--- src/rtl/noc_pkg.sv ---
// Shared NoC definitions: field widths, packet slices and the flit layout
// reused by the transmit/receive interfaces and the router.
package noc_pkg;
    localparam int NODE_ID_W  = 4;
    localparam int PKT_W      = 12;
    localparam int FLIT_W     = 16;

    localparam int DEST_HI    = 11;
    localparam int DEST_LO    = 8;
    localparam int PAYLOAD_HI = 7;
    localparam int PAYLOAD_LO = 0;

    typedef struct packed {
        logic [NODE_ID_W-1:0]             src;
        logic [NODE_ID_W-1:0]             dest;
        logic [PAYLOAD_HI-PAYLOAD_LO:0]   payload;
    } flit_t;

    function automatic flit_t makeFlit(input logic [NODE_ID_W-1:0] src,
                                       input logic [PKT_W-1:0]     pkt);
        flit_t f;
        f.src     = src;
        f.dest    = pkt[DEST_HI:DEST_LO];
        f.payload = pkt[PAYLOAD_HI:PAYLOAD_LO];
        return f;
    endfunction
endpackage

--- src/rtl/noc_tx_interface_fifo.sv ---
// Small synchronous FIFO with a separately tracked occupancy count; a push
// into a full FIFO is accepted only when a pop frees the head slot that cycle.
module noc_fifo #(
    parameter int WIDTH = 16,
    parameter int DEPTH = 4
) (
    input  logic                     clk,
    input  logic                     rst_n,
    input  logic                     push,
    input  logic                     pop,
    input  logic [WIDTH-1:0]         wrData,
    output logic [WIDTH-1:0]         rdData,
    output logic [$clog2(DEPTH):0]   count,
    output logic                     full,
    output logic                     empty
);
    localparam int PTR_W = $clog2(DEPTH);
    localparam int CNT_W = PTR_W + 1;

    logic [WIDTH-1:0] mem [DEPTH];
    logic [PTR_W-1:0] wrPtr;
    logic [PTR_W-1:0] rdPtr;
    logic             doPop;
    logic             doPush;

    assign empty  = (count == '0);
    assign full   = (count == CNT_W'(DEPTH));
    assign doPop  = pop && !empty;
    assign doPush = push && (!full || doPop);
    assign rdData = mem[rdPtr];

    // Storage is intentionally left out of reset.
    always_ff @(posedge clk) begin
        if (doPush)
            mem[wrPtr] <= wrData;
    end

    always_ff @(posedge clk or negedge rst_n) begin
        if (!rst_n) begin
            wrPtr <= '0;
            rdPtr <= '0;
            count <= '0;
        end else begin
            if (doPush)
                wrPtr <= wrPtr + PTR_W'(1);
            if (doPop)
                rdPtr <= rdPtr + PTR_W'(1);
            case ({doPush, doPop})
                2'b10:   count <= count + CNT_W'(1);
                2'b01:   count <= count - CNT_W'(1);
                default: count <= count;
            endcase
        end
    end
endmodule

--- src/rtl/noc_tx_interface.sv ---
// Transmit-side network interface: buffers core packets, tags them with the
// local node ID and offers them to the router on a valid/ready handshake.
module noc_tx_interface
    import noc_pkg::*;
#(
    parameter logic [NODE_ID_W-1:0] SRC_ID = 4'd0,
    parameter int                   DEPTH  = 4
) (
    input  logic                     clk,
    input  logic                     rst_n,
    input  logic                     noc_write,
    input  logic [31:0]              noc_packet,
    output logic                     flit_valid,
    output logic [FLIT_W-1:0]        flit_data,
    input  logic                     flit_ready,
    output logic [$clog2(DEPTH):0]   fifo_count,
    output logic                     full,
    output logic [7:0]               drop_count
);
    logic [FLIT_W-1:0] headFlit;
    logic [FLIT_W-1:0] newFlit;
    logic              empty;
    logic              pop;
    logic              dropEv;
    logic              unusedHi;

    assign unusedHi = ^noc_packet[31:PKT_W];
    assign newFlit  = makeFlit(SRC_ID, noc_packet[PKT_W-1:0]);

    assign flit_valid = !empty;
    assign flit_data  = flit_valid ? headFlit : '0;
    assign pop        = flit_valid && flit_ready;
    assign dropEv     = noc_write && full && !pop;

    noc_fifo #(
        .WIDTH (FLIT_W),
        .DEPTH (DEPTH)
    ) u_fifo (
        .clk    (clk),
        .rst_n  (rst_n),
        .push   (noc_write),
        .pop    (pop),
        .wrData (newFlit),
        .rdData (headFlit),
        .count  (fifo_count),
        .full   (full),
        .empty  (empty)
    );

    always_ff @(posedge clk or negedge rst_n) begin
        if (!rst_n)
            drop_count <= '0;
        else if (dropEv && drop_count != 8'hFF)
            drop_count <= drop_count + 8'd1;
    end
endmodule
--- config.mk ---
export PLATFORM = sky130hd
export DESIGN_NAME = noc_tx_interface
export DESIGN_NICKNAME = d
export VERILOG_FILES = /design/src/rtl/noc_pkg.sv /design/src/rtl/noc_tx_interface_fifo.sv /design/src/rtl/noc_tx_interface.sv
export SDC_FILE = /design/constraint.sdc
export NUM_CORES = 1
export LEC_CHECK = 0
export ABC_AREA = 1
export CAP_MARGIN = 40
export CORE_MARGIN = 5
export CORE_UTILIZATION = 57
export DETAILED_ROUTE_END_ITERATION = 8
export HOLD_SLACK_MARGIN = 0.03
export PLACE_DENSITY = 0.92
export REMOVE_ABC_BUFFERS = 1
export SYNTH_ARGS = -nofsm -noshare
export SYNTH_HDL_FRONTEND = slang
export SYNTH_HIERARCHICAL = 1
export SYNTH_SLANG_ARGS = --single-unit
--- constraint.sdc ---
create_clock -name clk -period 4.76 [get_ports clk]
set_input_delay 0.952 -clock clk [delete_from_list [all_inputs] [get_ports clk]]
set_output_delay 0.952 -clock clk [all_outputs]
set_load 0.05 [all_outputs]
Word level (Yosys, flattened, before mapping)
Memory sizes are Yosys's and may differ from the RTL's. Cells that the tools add are included.

Bits in registers: 15. Memory bits (writable): 48. Input port bits: 36. Output and inout bits: 29. Memories kept: 1.

$add $sub $neg: 5. Equality and inequality tests: 4. Muxes and demuxes: 4. Reduce and logical (&&, ||, !) cells: 12.

Memory list: u_fifo.mem (words 4, bits a word 12, read ports 1, clocked after Yosys merged registers in 0, wr ports 1, line noc_tx_interface_fifo.sv:20) `logic [WIDTH-1:0] mem [DEPTH];`.

Operators with widths (number): $mux 16 (1); $add 8x1->8 const B (1); $ne 8x8->1 const B (1); $logic_and 1x1->1 (6); $pmux 3 s2 (1); $add 2x1->2 const B (2); $add 3x1->3 const B (1); $eq 3x3->1 const B (1); $logic_not 1->1 (3); $logic_not 3->1 (1); $sub 3x1->3 const B (1); $eq 2x1->1 const B (1); $eq 2x2->1 const B (1); $mux 1 (2); $reduce_bool 2->1 (1); $logic_or 1x1->1 (1).

Depth between registers and ports, before layout
Depth after elaboration: 8. Gate-level depth with buffers: 16. Depth with buffers taken out: 15.

Hierarchy
Netlist, hierarchy kept.

Modules (own cells, without submodules): noc_fifo (instances 1, cells each 234, area an instance 2962.8 um^2); noc_tx_interface (instances 1, cells each 102, area an instance 621.8 um^2).

Least setup slack after synthesis
Ideal clock, no wire load.

Path kind: flip-flop to output port. Start: register u_fifo.count[0]. End: output port flit_data[10]. Arrival time: 2003 ps. Required time: 3808 ps. Path slack: 1805 ps. Stages on the path, launching flop included: 7. Path buffers: 2. Cell sequence: dfrtp_1 nor2_1 nand2_1 inv_1 buf_4 clkbuf_1 nor2_1.

Word-level cells in the longest chain between the ends: 2.

Ends and longest elaborated chain: start, declared (line noc_tx_interface_fifo.sv:13) `output logic [$clog2(DEPTH):0] count,`; start signal, assigned (line noc_tx_interface_fifo.sv:49) `2'b10: count <= count + CNT_W'(1);`; start signal, assigned (line noc_tx_interface_fifo.sv:50) `2'b01: count <= count - CNT_W'(1);`; start signal, assigned (line noc_tx_interface_fifo.sv:51) `default: count <= count;`; $logic_not 3->1 (line noc_tx_interface_fifo.sv:26) `assign empty = (count == '0);`; via empty (line noc_tx_interface.sv:22) `logic empty;`; $mux 16 (line noc_tx_interface.sv:31) `assign flit_data = flit_valid ? headFlit : '0;`; end, declared (line noc_tx_interface.sv:14) `output logic [FLIT_W-1:0] flit_data,`.

The timed path passes the listed nets, and every way through them passes these cells.

==> metrics.txt <==
Resized Gates After CTS 0; reg2reg path depth 14; DIE HEIGHT 89.3 um; largest net degree at the start of global routing 35; Hold Path Class reg -> reg; hold path depth 2; Slowest-stage cell, CP dfrtp_1; CTS root buf clkbuf_8; setup ws final 0.963 ns; Slew @ Worst Pin 0.748 ns; Reg2Reg Launch Point u_fifo/count[0]$_DFFE_PN0P_; initial DRC count 137; global-route wire length before repair 10600 um; Final Max Tran Viols 0; most frequent cell on the critical path nor2_1; clk sinks 79; Critical Path RT 3.81 ns; DR pass1 iterations 4; type of origin of the critical path flip-flop; Reg-to-Reg End u_fifo/count[2]$_DFFE_PN0P_; commonest non-fill, non-tap cell in the layout nor2_1; IO Pins 65; critical hold path startpoint u_fifo/rdPtr[1]$_DFFE_PN0P_; Nets 442; cell area after synthesis 3580 um2; clock buffer depth 2; Hold EP u_fifo/rdPtr[1]$_DFFE_PN0P_; diode count 0; # DRC 0; GPL Wtd Cong 0.822; core area 6030 um2; H-tree depth 3; die footprint 7970 um2; Crit Path Max Fanout 20; flops & latches, synth 79; power density over the cells 697 nW/um2; worst skew pair latency 0.34 ns; Post-Syn Instances 336; leakage 1.74 nW; most frequent cells in the layout 72 x nor2_1, 64 x edfxtp_1, 44 x nand2_1, 44 x clkdlybuf4s50_1, 42 x o21ai_1; VDD IR max 490 uV; Total Power 0.00297 W; Buffers on Ports 44; Placement Setup Slack 1.32 ns; multi-input logic area 1040 um2; Num CTS Buffers 9; starting density of the core 0.595; Yosys warnings 6; crit path capture type output pin; fin crit share 0.798; Sequential cell area 2300 um2; total grt overflow 0; Final Cell Area 4270 um2; Worst-path clk slew 0.08 ns; share of cells above drive strength 1 0.0891; Synth cell types 30; HPWL Detailed 4130 um; Setup Buffers After CTS 0; drt total wl 6360 um; # setup viols final 0; # rows 28; WL/cell 13.3 um; number of global-route vias before repair 2417; total negative setup slack 0 ns; Period minus WS final 3.80 ns; initial antenna violation count 0; Worst EP arrival 2.85 ns; Slowest Stage Delay on Critical Path 0.83 ns; CTS tree done; Cell Chain, Critical Path buf_4 > nor2_1 > nor2_1 > o21ai_1 > o21ai_1 > inv_1 > nor2_1 > clkdlybuf4s50_1; Placement Cell Area 4080 um2; crit path kind reg -> out; r2r setup slk 1.93 ns; Max Clock Freq 0.263 GHz; status complete, no violations; synth-to-layout area growth 19.1%; All-Layer GR Usage 0.181; RSZ-0062 raised after global routing false; final hold slack 0.538 ns; max_slew headroom 0.501; Vias per Instance 5.04; max_cap viols 0; Largest delay share family, worst path buffers and inverters; FILL cells 438; Seq/Total Area, Yosys 0.641; Fin Clk Skew 0.0104 ns; DR vias 2412; Die W 89.3 um; Antenna Nets Post-Route 0; Hold Fails Final Rpt 0; Hold-fix buffers, CTS 0; CP bufs+invs 3; syn_area_per_cell 10.7 um2
area by class of cell:
type / instances / area share
Inverter: 43 / 0.0396
Clock inverter: 7 / 0.0149
Sequential cell: 79 / 0.538
Clock buffer: 9 / 0.0290
Multi-Input combinational cell: 217 / 0.245
Tap cell: 75 / 0.0220
Timing Repair Buffer: 49 / 0.112
metrics by stage:
stage               utilization  std cells
floorplan                     -        339
global placement          0.678        463
detailed placement        0.678        463
CTS                       0.709        479
global route              0.709        479
finish                    0.709        479
cells by family after synthesis:
kind of cell / count (synthesis) / synth area share
simple gates: 139 / 0.165
flops: 79 / 0.641
buf+inv: 55 / 0.0834
compound gates: 51 / 0.0733
fa+ha+maj: 7 / 0.0265
xor+xnor: 4 / 0.00977
other cells: 1 / 0.00105
cells in the mapped netlist:
cell type / n / share of area
buf_4: 2 / 0.0042
buf_2: 1 / 0.0014
nand2_4: 2 / 0.0063
nor2_1: 72 / 0.075
buf_12: 1 / 0.0056
o21ai_0: 7 / 0.0098
fa_1: 1 / 0.0056
nand3_2: 1 / 0.0028
o21ai_2: 2 / 0.0049
buf_6: 5 / 0.016
ha_1: 6 / 0.021
nand2_2: 3 / 0.0052
nor3_1: 1 / 0.0014
edfxtp_1: 64 / 0.54
xnor2_1: 2 / 0.0049
xor2_1: 2 / 0.0049
buf_8: 2 / 0.0084
nand3_1: 8 / 0.011
inv_2: 1 / 0.0010
nor2_4: 2 / 0.0063
dfrtp_1: 15 / 0.10
clkbuf_1: 1 / 0.0010
nand4_1: 2 / 0.0035
inv_1: 40 / 0.042
nor2_2: 4 / 0.0070
inv_6: 1 / 0.0024
conb_1: 1 / 0.0010
nand2_1: 44 / 0.046
inv_4: 1 / 0.0017
o21ai_1: 42 / 0.059
sequential cells by signal, summed over array words and instances, names as in the netlist:
signal and cells:
u_fifo/mem 64, drop_count 8, u_fifo/count 3, u_fifo/rdPtr 2, u_fifo/wrPtr 2
report_power, final:
part / switching, W / total (W) / internal [W]
Sequential: 0.0000933 / 0.000997 / 0.000904
Clock: 0.000222 / 0.000459 / 0.000237
Combinational: 0.00104 / 0.00152 / 0.000474
Total: 0.00136 / 0.00297 / 0.00161
layer usage:
metal	share of wire	wire length, um	vias up	global-route usage
met5	0	0	-	0
met4	0.012	79	0	0.0974
met3	0.066	419	10	0.0295
met2	0.51	3240	81	0.310
met1	0.41	2630	1114	0.218
li1	-	-	1207	-
worst min-delay path, stage by stage, from the launching register on:
cell	delay, ns
dfrtp_1	0.39
nand2_1	0.07
nand2_1	0.05
worst max path at each step:
stage | startpoint | end | slack (ns) | cells after the start
floorplan | u_fifo/rdPtr[0]$_DFFE_PN0P_ | flit_data[1] | 1.86 | 6
finish | u_fifo/rdPtr[0]$_DFFE_PN0P_ | flit_data[12] | 0.96 | 8
global route | u_fifo/rdPtr[0]$_DFFE_PN0P_ | flit_data[9] | 0.71 | 8
detailed placement | u_fifo/rdPtr[0]$_DFFE_PN0P_ | flit_data[12] | 1.32 | 8
CTS | u_fifo/rdPtr[0]$_DFFE_PN0P_ | flit_data[12] | 0.93 | 8
global placement | u_fifo/rdPtr[0]$_DFFE_PN0P_ | flit_data[9] | 1.39 | 8
Note: power is estimated with default switching activity, not from simulation.
==> variant (same settings) <==
Make the reset (`rst_n`) synchronous in 2 clocked blocks.
--- a/src/rtl/noc_tx_interface_fifo.sv
+++ b/src/rtl/noc_tx_interface_fifo.sv
@@ -35,7 +35,7 @@
             mem[wrPtr] <= wrData;
     end
 
-    always_ff @(posedge clk or negedge rst_n) begin
+    always_ff @(posedge clk) begin
         if (!rst_n) begin
             wrPtr <= '0;
             rdPtr <= '0;
--- a/src/rtl/noc_tx_interface.sv
+++ b/src/rtl/noc_tx_interface.sv
@@ -47,7 +47,7 @@
         .empty  (empty)
     );
 
-    always_ff @(posedge clk or negedge rst_n) begin
+    always_ff @(posedge clk) begin
         if (!rst_n)
             drop_count <= '0;
         else if (dropEv && drop_count != 8'hFF)
Formal check against the unedited RTL: differs if rst_n is asserted again (counterexample within 4 cycles, from zero or initial values and one cycle with rst_n low); with rst_n held inactive, the same outputs for 10 cycles.
==> variant against the unedited design <==
- power fell by 28%
- critical endpoint is now flit_data[8]
- via count is 2.2% higher
- final cell count decreased by 0.42%
- setup slack gained 0.061 ns
- routed wire length up 1.9%
- maximum frequency grew 1.6%
- clock skew decreased by 0.0037 ns
- final area decreased by 1.6%
- register-to-register slack worse by 0.14 ns
- sequential cell count grew 2
- synthesized area decreased by 3.7%
==> variant: results (changes against the unedited design) <==
<table>
<tr><th>Metric</th><th>Value</th></tr>
<tr><th colspan="2">Layout</th></tr>
<tr><td>Final-stage net count</td><td>440 (-0.45%)</td></tr>
<tr><td>Number of fill cells in the layout</td><td>442 (+0.91%)</td></tr>
<tr><th colspan="2">Power and ir drop</th></tr>
<tr><td>Switching fraction of total power</td><td>38.9% (-6.8 points)</td></tr>
<tr><td>Leak</td><td>1.63 nW (-6.2%)</td></tr>
<tr><td>VDD IR max</td><td>0.388 mV (-21%)</td></tr>
<tr><th colspan="2">Hold path</th></tr>
<tr><td>Worst hold endpoint</td><td>drop_count[2]</td></tr>
<tr><th colspan="2">Global route</th></tr>
<tr><td>Via count of the first global-routing pass</td><td>2444 (+1.1%)</td></tr>
<tr><td>Largest net degree at the start of global routing</td><td>33 (-5.7%)</td></tr>
<tr><td>First-pass GRT wire length</td><td>10500 um (-1.0%)</td></tr>
<tr><th colspan="2">Setup path</th></tr>
<tr><td>End of the worst register-to-register path</td><td>u_fifo/count[2]</td></tr>
<tr><td>Reg2reg setup slack</td><td>1.79 ns (-0.14 ns)</td></tr>
<tr><td>Depth of the worst register-to-register path</td><td>18 (+4)</td></tr>
<tr><td>Data arrival time at the worst-slack endpoint</td><td>2.78 ns (-0.07 ns)</td></tr>
<tr><td>Max Fanout on Critical Path</td><td>32 (+60%)</td></tr>
<tr><th colspan="2">Clock tree</th></tr>
<tr><td>Clock net sink count</td><td>81 (+2.5%)</td></tr>
<tr><th colspan="2">Synthesis</th></tr>
<tr><td>Post-Synth XOR/XNOR Area</td><td>0% (-0.98 points)</td></tr>
<tr><td>Post-synthesis adder-cell area fraction</td><td>2.75% (+0.10 points)</td></tr>
<tr><td>Compound-cell area share of the yosys netlist</td><td>9.82% (+2.5 points)</td></tr>
<tr><td>Fraction of registers with async set or reset after synthesis</td><td>0% (-19 points)</td></tr>
<tr><td>Cell types with the highest counts after synthesis</td><td>sky130_fd_sc_hd__nor2_1, sky130_fd_sc_hd__edfxtp_1, sky130_fd_sc_hd__inv_1, sky130_fd_sc_hd__o21ai_1, sky130_fd_sc_hd__nand2_1</td></tr>
<tr><th colspan="2">Placement</th></tr>
<tr><td>Total half-perimeter wirelength after legalization and detailed placement</td><td>4210 um (+2.0%)</td></tr>
<tr><td>Setup Slack @ Placement</td><td>1.42 ns (+0.0981 ns)</td></tr>
<tr><td>Global placement routability congestion</td><td>0.844 (+2.6%)</td></tr>
<tr><th colspan="2">Timing</th></tr>
<tr><td>Minimum hold slack</td><td>0.495 ns (-0.0426 ns)</td></tr>
<tr><th colspan="2">Route</th></tr>
<tr><td>Number of design-rule violations left by the first detailed-router iteration</td><td>155 (+13%)</td></tr>
<tr><td>Via count</td><td>2465 (+2.2%)</td></tr>
<tr><td>Wire length per cell</td><td>13.6 um (+2.3%)</td></tr>
<tr><th colspan="2">Run status</th></tr>
<tr><td>Result of the run</td><td>complete, no violations</td></tr>
</table>
==> variant: area by class of cell <==
| cell class | count | share of cell area, % |
|---|---|---|
| clock inverter | 6 | 1.40 |
| clock buffer | 10 | 3.04 |
| tap | 75 | 2.23 |
| sequential | 81 | 53.9 |
| multi-input combinational | 208 | 23.8 |
| inverter | 48 | 4.29 |
| timing repair buffer | 49 | 11.4 |
==> variant: worst max-delay path by stage <==
stage | from | end | slack [ns] | cells past startpoint
after detailed placement | flop | flit_data[8] | 1.42 | 7
after CTS | flop | flit_data[8] | 1.02 | 7
after global routing | flop | flit_data[5] | 0.84 | 7
after floorplan | u_fifo/count[2] | u_fifo/mem[0][0] | 1.76 | 10
final | flop | flit_data[8] | 1.02 | 7
after global placement | flop | flit_data[8] | 1.44 | 7
==> variant: critical path, stage by stage (launching register included) <==
cell,delay [ns]
sky130_fd_sc_hd__dfxtp_1,0.45
sky130_fd_sc_hd__buf_4,0.28
sky130_fd_sc_hd__inv_2,0.43
sky130_fd_sc_hd__nor2_1,0.08
sky130_fd_sc_hd__o22ai_1,0.18
sky130_fd_sc_hd__inv_1,0.05
sky130_fd_sc_hd__nor2_1,0.12
sky130_fd_sc_hd__clkdlybuf4s50_1,0.84
==> variant: cells by family after synthesis <==
family                   after synthesis
flip-flops                            81
other                                  1
AND/OR/NAND/NOR                      122
buffers and inverters                 59
AO/OA/AOI/OAI                         63
adder cells (fa/ha/maj)                7
==> variant: power by group through the flow <==
stage | sequential [mW] | combinational, mW | clock [mW]
after floorplan | 0.905 | 0.510 | 0
after global placement | 0.866 | 0.797 | 0
after detailed placement | 0.870 | 0.816 | 0
after CTS | 0.855 | 0.818 | 0.478
after global routing | 0.861 | 0.874 | 0.516
final | 0.855 | 0.813 | 0.465
==> variant: metal layers <==
metal / global-route usage (%) / vias up / share of wire (%)
met1: 20.3 / 1152 / 41
li1: - / 1224 / -
met4: 9.07 / 0 / 1.5
met2: 32.0 / 80 / 50
met5: 0 / - / 0
met3: 4.80 / 9 / 7.3
==> variant: metrics by stage <==
stage / cells / cell area (um2)
2_1_floorplan: 337 / 3440
3_3_place_gp: 461 / 4010
3_5_place_dp: 461 / 4010
4_1_cts: 477 / 4200
5_1_grt: 477 / 4200
6_report: 477 / 4200
